<file path="src/rtl/ad9837_pkg.sv">
// ----------------------------------------------------------------------------
// ad9837_pkg
// Constants shared by the AD9837 serial register decoder: register address
// codes carried in word[15:14], control-register bit positions, field widths
// and the receive FSM state type.
// Optional build feature: AD9837_DEC_ERR_CNT_EN (see ad9837_reg_decoder).
// ----------------------------------------------------------------------------
package ad9837_pkg;

    // Field widths
    localparam int WORD_W   = 16;
    localparam int FREQ_W   = 28;
    localparam int PHASE_W  = 12;
    localparam int CTRL_W   = 14;
    // Each frequency write carries one 14-bit half of the 28-bit register
    localparam int FREQ_HALF_W = 14;

    // Register address codes in word[15:14]
    localparam logic [1:0] ADDR_CTRL  = 2'b00;
    localparam logic [1:0] ADDR_FREQ0 = 2'b01;
    localparam logic [1:0] ADDR_FREQ1 = 2'b10;
    localparam logic [1:0] ADDR_PHASE = 2'b11;

    // Control register bit positions
    localparam int B28_BIT = 13;   // 1: two consecutive writes form a 28-bit load
    localparam int HLB_BIT = 12;   // 1: single write targets the MSB half

    // Phase-register select bit inside a phase word
    localparam int PHASE_SEL_BIT = 13;

    // Serial receive FSM
    typedef enum logic {
        ST_IDLE  = 1'b0,
        ST_SHIFT = 1'b1
    } rx_state_t;

endpackage

</file>
<file path="src/rtl/ad9837_spi_rx_shift.sv">
// ----------------------------------------------------------------------------
// ad9837_spi_rx_shift
// Serial front end: synchronizes FSYNC/SCLK/SDATA into clk, detects SCLK
// falling edges and assembles 16-bit MSB-first words while FSYNC is low.
//
// Ports
//   clk        system clock (at least 4x SCLK)
//   rst        synchronous active-high reset
//   fsync      frame sync, active low (asynchronous)
//   sclk       serial clock, data sampled on its falling edge (asynchronous)
//   sdata      serial data, MSB first (asynchronous)
//   word_done  combinational: the current cycle completes a 16-bit word
//   word_data  combinational: the completed word (valid with word_done)
//   frame_err  combinational: FSYNC rose with a partial word (1..15 bits)
// ----------------------------------------------------------------------------
module ad9837_spi_rx_shift
    import ad9837_pkg::*;
#(
    parameter int SYNC_STAGES = 2
) (
    input  logic              clk,
    input  logic              rst,
    input  logic              fsync,
    input  logic              sclk,
    input  logic              sdata,
    output logic              word_done,
    output logic [WORD_W-1:0] word_data,
    output logic              frame_err
);

    // Bit order of the synchronizer bundle: [2]=fsync, [1]=sclk, [0]=sdata.
    // All three share the same depth so sdata stays aligned to its sclk edge.
    logic [2:0] raw;
    logic [2:0] synced;

    assign raw = {fsync, sclk, sdata};

    genvar gi;
    generate
        for (gi = 0; gi < 3; gi++) begin : g_sync
            logic [SYNC_STAGES-1:0] chain_reg;

            always_ff @(posedge clk) begin
                if (rst) begin
                    chain_reg <= '0;
                end else begin
                    chain_reg <= {chain_reg[SYNC_STAGES-2:0], raw[gi]};
                end
            end

            assign synced[gi] = chain_reg[SYNC_STAGES-1];
        end
    endgenerate

    logic fsync_s;
    logic sclk_s;
    logic sdata_s;
    logic sclk_fall;

    assign fsync_s = synced[2];
    assign sclk_s  = synced[1];
    assign sdata_s = synced[0];

    rx_state_t         state_reg, state_next;
    logic [3:0]        count_reg, count_next;
    logic [WORD_W-1:0] shift_reg, shift_next;
    logic              sclk_prev_reg;
    // The synchronizers reset to 0, which looks like FSYNC asserted. A frame
    // may only start once FSYNC has been seen high after reset, so a frame
    // already running when reset drops is ignored until FSYNC cycles.
    logic              armed_reg;

    assign sclk_fall = sclk_prev_reg & ~sclk_s;

    always_ff @(posedge clk) begin
        if (rst) begin
            state_reg     <= ST_IDLE;
            count_reg     <= '0;
            shift_reg     <= '0;
            sclk_prev_reg <= 1'b0;
            armed_reg     <= 1'b0;
        end else begin
            state_reg     <= state_next;
            count_reg     <= count_next;
            shift_reg     <= shift_next;
            sclk_prev_reg <= sclk_s;
            if (fsync_s) begin
                armed_reg <= 1'b1;
            end
        end
    end

    always_comb begin
        state_next = state_reg;
        count_next = count_reg;
        shift_next = shift_reg;
        word_done  = 1'b0;
        frame_err  = 1'b0;
        word_data  = {shift_reg[WORD_W-2:0], sdata_s};

        case (state_reg)
            ST_IDLE: begin
                // SCLK activity is ignored here
                if (armed_reg && !fsync_s) begin
                    state_next = ST_SHIFT;
                    count_next = '0;
                end
            end
            ST_SHIFT: begin
                if (fsync_s) begin
                    // FSYNC takes priority over a coincident SCLK edge
                    state_next = ST_IDLE;
                    count_next = '0;
                    if (count_reg != 4'd0) begin
                        frame_err = 1'b1;
                    end
                end else if (sclk_fall) begin
                    shift_next = {shift_reg[WORD_W-2:0], sdata_s};
                    // 4-bit counter wraps so back-to-back words need no FSYNC
                    count_next = count_reg + 4'd1;
                    if (count_reg == 4'd15) begin
                        word_done = 1'b1;
                    end
                end
            end
            default: begin
                state_next = ST_IDLE;
                count_next = '0;
            end
        endcase
    end

endmodule

</file>
<file path="src/rtl/ad9837_reg_decoder.sv">
// ----------------------------------------------------------------------------
// ad9837_reg_decoder
// Receives AD9837-style 16-bit serial words and decodes them into the
// control, frequency (FREQ0/FREQ1) and phase (PHASE0/PHASE1) registers,
// including the B28 two-write 28-bit frequency load and HLB half selection.
//
// Optional feature: define AD9837_DEC_ERR_CNT_EN to add err_cnt_o, an 8-bit
// saturating count of frame_err_o pulses.
//
// Ports
//   clk_i         system clock (>= 4x SCLK)
//   rst_i         synchronous active-high reset
//   fsync_i       frame sync, active low
//   sclk_i        serial clock, falling-edge sampling
//   sdata_i       serial data, MSB first
//   word_o        last complete received word
//   word_valid_o  one-cycle pulse per complete word
//   frame_err_o   one-cycle pulse when FSYNC rises mid-word
//   ctrl_o        control register D13..D0
//   freq0_o/1_o   28-bit frequency registers
//   phase0_o/1_o  12-bit phase registers
//   err_cnt_o     (AD9837_DEC_ERR_CNT_EN only) saturating error count
// ----------------------------------------------------------------------------
module ad9837_reg_decoder
    import ad9837_pkg::*;
#(
    parameter int SYNC_STAGES = 2
) (
    input  logic               clk_i,
    input  logic               rst_i,
    input  logic               fsync_i,
    input  logic               sclk_i,
    input  logic               sdata_i,
    output logic [WORD_W-1:0]  word_o,
    output logic               word_valid_o,
    output logic               frame_err_o,
    output logic [CTRL_W-1:0]  ctrl_o,
    output logic [FREQ_W-1:0]  freq0_o,
    output logic [FREQ_W-1:0]  freq1_o,
    output logic [PHASE_W-1:0] phase0_o,
    output logic [PHASE_W-1:0] phase1_o
`ifdef AD9837_DEC_ERR_CNT_EN
    ,
    output logic [7:0]         err_cnt_o
`endif
);

    logic              word_done;
    logic [WORD_W-1:0] word_data;
    logic              frame_err;

    ad9837_spi_rx_shift #(
        .SYNC_STAGES (SYNC_STAGES)
    ) u_rx (
        .clk       (clk_i),
        .rst       (rst_i),
        .fsync     (fsync_i),
        .sclk      (sclk_i),
        .sdata     (sdata_i),
        .word_done (word_done),
        .word_data (word_data),
        .frame_err (frame_err)
    );

    logic [1:0]             addr;
    logic [CTRL_W-1:0]      payload;
    logic                   freq_sel;   // 0: FREQ0, 1: FREQ1

    assign addr     = word_data[WORD_W-1 -: 2];
    assign payload  = word_data[CTRL_W-1:0];
    assign freq_sel = (addr == ADDR_FREQ1);

    logic [FREQ_W-1:0]      freq_reg [2];
    // B28 staging: first half-word of a 28-bit load and which register it targets
    logic                   pending_reg;
    logic                   pending_sel_reg;
    logic [FREQ_HALF_W-1:0] staged_reg;

    assign freq0_o = freq_reg[0];
    assign freq1_o = freq_reg[1];

    always_ff @(posedge clk_i) begin
        if (rst_i) begin
            word_o          <= '0;
            word_valid_o    <= 1'b0;
            frame_err_o     <= 1'b0;
            ctrl_o          <= '0;
            freq_reg[0]     <= '0;
            freq_reg[1]     <= '0;
            phase0_o        <= '0;
            phase1_o        <= '0;
            pending_reg     <= 1'b0;
            pending_sel_reg <= 1'b0;
            staged_reg      <= '0;
        end else begin
            word_valid_o <= word_done;
            frame_err_o  <= frame_err;

            if (word_done) begin
                word_o <= word_data;
                case (addr)
                    ADDR_CTRL: begin
                        ctrl_o      <= payload;
                        pending_reg <= 1'b0;
                    end
                    ADDR_FREQ0, ADDR_FREQ1: begin
                        if (!ctrl_o[B28_BIT]) begin
                            if (ctrl_o[HLB_BIT]) begin
                                freq_reg[freq_sel][FREQ_W-1:FREQ_HALF_W] <= payload;
                            end else begin
                                freq_reg[freq_sel][FREQ_HALF_W-1:0] <= payload;
                            end
                        end else if (pending_reg && (pending_sel_reg == freq_sel)) begin
                            // Second write: whole register updates at once
                            freq_reg[freq_sel] <= {payload, staged_reg};
                            pending_reg        <= 1'b0;
                        end else begin
                            // First write, or a write to the other register
                            // which restarts the pair
                            pending_reg     <= 1'b1;
                            pending_sel_reg <= freq_sel;
                            staged_reg      <= payload;
                        end
                    end
                    ADDR_PHASE: begin
                        if (payload[PHASE_SEL_BIT]) begin
                            phase1_o <= payload[PHASE_W-1:0];
                        end else begin
                            phase0_o <= payload[PHASE_W-1:0];
                        end
                    end
                    default: begin
                    end
                endcase
            end
        end
    end

`ifdef AD9837_DEC_ERR_CNT_EN
    always_ff @(posedge clk_i) begin
        if (rst_i) begin
            err_cnt_o <= '0;
        end else if (frame_err && (err_cnt_o != 8'hFF)) begin
            // Counts in step with the frame_err_o pulse
            err_cnt_o <= err_cnt_o + 8'd1;
        end
    end
`endif

endmodule

</file>
<file path="config.mk">
export PLATFORM = sky130hd
export DESIGN_NAME = ad9837_reg_decoder
export DESIGN_NICKNAME = d
export VERILOG_FILES = /design/src/rtl/ad9837_pkg.sv /design/src/rtl/ad9837_spi_rx_shift.sv /design/src/rtl/ad9837_reg_decoder.sv
export SDC_FILE = /design/constraint.sdc
export NUM_CORES = 1
export LEC_CHECK = 0
export ABC_AREA = 1
export BUFFER_PORTS_ARGS = -buffer_cell sky130_fd_sc_hd__buf_2
export CORE_ASPECT_RATIO = 0.9
export CORE_MARGIN = 5
export CORE_UTILIZATION = 41
export CTS_CLUSTER_DIAMETER = 150
export DETAILED_ROUTE_END_ITERATION = 8
export SETUP_SLACK_MARGIN = 0.3
export SYNTH_ARGS = -nofsm -noshare
export SYNTH_HDL_FRONTEND = slang
export SYNTH_SLANG_ARGS = --single-unit
</file>
<file path="constraint.sdc">
create_clock -name clk_i -period 2.25 [get_ports clk_i]
set_input_delay 0 -clock clk_i [delete_from_list [all_inputs] [get_ports clk_i]]
set_output_delay 0 -clock clk_i [all_outputs]
set_load 0.05 [all_outputs]
</file>
==> out/results.txt <==
number of synthesized register bits = 156
crit-path max cell delay = 0.37 ns
post-route antenna net violation count = 0
final RePlAce weighted congestion = 0.805
Final nets = 779
row count = 42
CTS tree = built
required time of the critical path = 2.52 ns
gr usage total = 0.173
worst clock skew = 0.00708 ns
final setup fails = 0
standard cell with the maximum stage delay on the critical path = sky130_fd_sc_hd__dfxtp_2
first-pass detailed-route iteration total = 4
crit path cell chain = inv_2, ha_4, nand2_1, inv_2, nand4_2, a21oi_2, nand2_2, buf_4, nor2_1
cell repeated most along the worst path = sky130_fd_sc_hd__inv_2
maximum vdd drop = 486 uV
Longest Clk Path Bufs = 2
Clock H-tree levels = 4
worst-path maximum fanout = 14
top flip-flop cell by instance count after synthesis = sky130_fd_sc_hd__dfxtp_1
total negative setup slack = 0 ns
library cell with the largest summed area after synthesis = sky130_fd_sc_hd__dfxtp_1
proportion of power drawn by flip-flops and latches = 0.472
mapped cell area = 6060 um2
ratio of total power to cell area = 832 nW/um2
clock insertion delay at the later pin of the skew report = 0.42 ns
antenna violations before repair = 0
clock root cell = sky130_fd_sc_hd__clkbuf_16
type of the most critical hold path = input pin to register
Combinational Power Share = 0.054
io pins = 117
post-route fraction of the period consumed by the critical path = 0.810
switching component of the power = 1.45 mW
filler cell count in the final layout = 1361
overflow left after global routing = 0
count of input and output buffers = 116
DIE AREA = 17300 um2
number of flops mapped to enable cells by yosys = 56
Area growth syn-to-layout = 25.5%
Die Y-Extent = 125 um
clock power share = 0.473
switching power share of the total = 0.229
Post-route DRC = 0
proportion of register bits with asynchronous set or reset after synthesis = 0
outcome = finished clean
part of the Yosys area used for sequential elements = 0.608
number of global-route vias before repair = 4537
Slew headroom = 0.602
signal arrival time at the worst endpoint = 2.09 ns
slew at the pin with the worst max-slew slack = 0.597 ns
category of the most critical setup path = register to register
number of clock sinks seen by CTS = 156
Post-Synthesis Net Count = 657
final antenna diode count = 0
number of flip-flops under the largest register name = 56
Leak = 2.98 nW
number of violations reported at the end of detailed-routing iteration 0 = 288
highest achievable clock rate = 548 MHz
launching element type of the critical path = register
final wirelength = 14800 um
count of synthesis-stage warnings from yosys = 0
average wire length per cell after detail routing = 15.1 um
count of buffering cells on the critical path with inverters included = 3
Detail Placement HPWL = 10300 um
area fraction of the dominant cell type after synthesis = 0.330
core area = 14600 um2
most frequent cell after synthesis = sky130_fd_sc_hd__nand2_1
TritonCTS Buffers = 17
cell types occupying the most area after synthesis = sky130_fd_sc_hd__dfxtp_1, sky130_fd_sc_hd__edfxtp_1, sky130_fd_sc_hd__nand2_1
clock slew seen by the registers of the worst setup and hold paths = 0.06 ns
initial core utilization = 0.415
commonest cells in the synthesized netlist = sky130_fd_sc_hd__nand2_1, sky130_fd_sc_hd__dfxtp_1, sky130_fd_sc_hd__nor2_1
Max-cap violations = 0
maximum number of pins on one net before global-route repair = 65
Hold Vio Cnt, Final = 0
final count of pins violating max slew = 0
number of distinct standard cells referenced by the synthesized netlist = 28
wire length of the first global-routing pass = 24000 um
Final Critical Period = 1.82 ns
RSZ-0062 raised after global routing = no
total via count in the routed design = 4762
cell-internal power = 4.88 mW
Die Span X = 138 um
crit-path leading delay family = simple AND/OR/NAND/NOR gates
sort of element at the end of the critical path = register
count of mapped cells out of synthesis = 647
Avg Cell Area, Syn = 9.37 um2
share of post-route cells with drive strength above 1 = 0.266
post-layout utilization of the core = 0.521
number of vias per cell after detailed routing = 4.86
[layout by cell type (no fill, tap or decap), types with 15 or more instances in the layout]
master and instances:
sky130_fd_sc_hd__a21oi_1 61, sky130_fd_sc_hd__buf_2 116, sky130_fd_sc_hd__buf_4 17, sky130_fd_sc_hd__clkbuf_16 18, sky130_fd_sc_hd__dfxtp_1 98, sky130_fd_sc_hd__edfxtp_1 56, sky130_fd_sc_hd__inv_1 45, sky130_fd_sc_hd__nand2_1 100
sky130_fd_sc_hd__nand3_1 42, sky130_fd_sc_hd__nor2_1 99, sky130_fd_sc_hd__o21ai_0 34, sky130_fd_sc_hd__o21bai_1 15
[metrics by stage]
stage / power, mW / cell area [um2] / hold slack [ns] / cells / worst slack (ns)
CTS: 6.38 / 7480 / 0.295 / 975 / 0.314
global route: 6.54 / 7610 / 0.331 / 980 / 0.324
detailed placement: 3.39 / 6790 / 0.207 / 939 / 0.209
floorplan: 3.31 / 6070 / 0.107 / 647 / 0.234
finish: 6.33 / 7610 / 0.313 / 980 / 0.427
global placement: 3.38 / 6790 / 0.205 / 939 / 0.293
[metal layers]
layer | vias to the layer above | global-route usage | routed length (um)
li1 | 2379 | - | -
met1 | 2194 | 0.247 | 7140
met2 | 169 | 0.239 | 6230
met3 | 20 | 0.0664 | 1140
met4 | 0 | 0.0628 | 295
met5 | - | 0 | 0
[final cells by class]
cell class	instances	area, um2	share of cell area
Multi-Input combinational cell	399	2060	0.270
Timing Repair Buffer	139	783	0.103
Clock inverter	12	160	0.0210
Tap cell	198	248	0.0325
Clock buffer	20	468	0.0615
Inverter	56	210	0.0276
Sequential cell	156	3690	0.484
[path summary, 6_finish.rpt]
| check | from | to | slack, ns | cells after the start |
|---|---|---|---|---|
| min | fsync_i | u_rx.g_sync[2].chain_reg[0] | 0.31 | 4 |
| max reg2reg | u_rx.shift_reg[14] | freq_reg[1][11] | 0.43 | 9 |
| min reg2reg | u_rx.g_sync[0].chain_reg[0] | u_rx.g_sync[0].chain_reg[1] | 0.40 | 2 |
| max | u_rx.shift_reg[14] | freq_reg[1][11] | 0.43 | 9 |
[timing repair]
action | 4_1_cts | 5_1_grt
pin swaps | 0 | 4
gates resized for setup | 4 | 17
hold endpoints to repair | 4 | 0
setup endpoints to repair | 56 | 128
buffers inserted | 0 | 5
hold buffers | 4 | 0
[worst register-to-register path, cell delays in order, from the launching register on]
cell	delay (ns)
sky130_fd_sc_hd__dfxtp_2	0.37
sky130_fd_sc_hd__inv_2	0.07
sky130_fd_sc_hd__ha_4	0.28
sky130_fd_sc_hd__nand2_1	0.06
sky130_fd_sc_hd__inv_2	0.09
sky130_fd_sc_hd__nand4_2	0.13
sky130_fd_sc_hd__a21oi_2	0.23
sky130_fd_sc_hd__nand2_2	0.11
sky130_fd_sc_hd__buf_4	0.20
sky130_fd_sc_hd__nor2_1	0.15
[cell families (layout without fill, tap and decap cells)]
logic type | count (synthesis) | after routing | share of synthesized area
flops | 156 | 156 | 0.608
buf+inv | 92 | 227 | 0.0697
fa+ha+maj | 5 | 5 | 0.0103
simple gates | 281 | 281 | 0.211
compound gates | 113 | 113 | 0.101
[power by group through the flow]
stage	registers [mW]	logic, mW	clock network (mW)
CTS	2.99	0.343	3.04
global placement	3.05	0.331	0
floorplan	3.23	0.0788	0
finish	2.99	0.343	3.00
detailed placement	3.05	0.335	0
global route	3.00	0.363	3.18
Power figures use the tool's default switching activity.
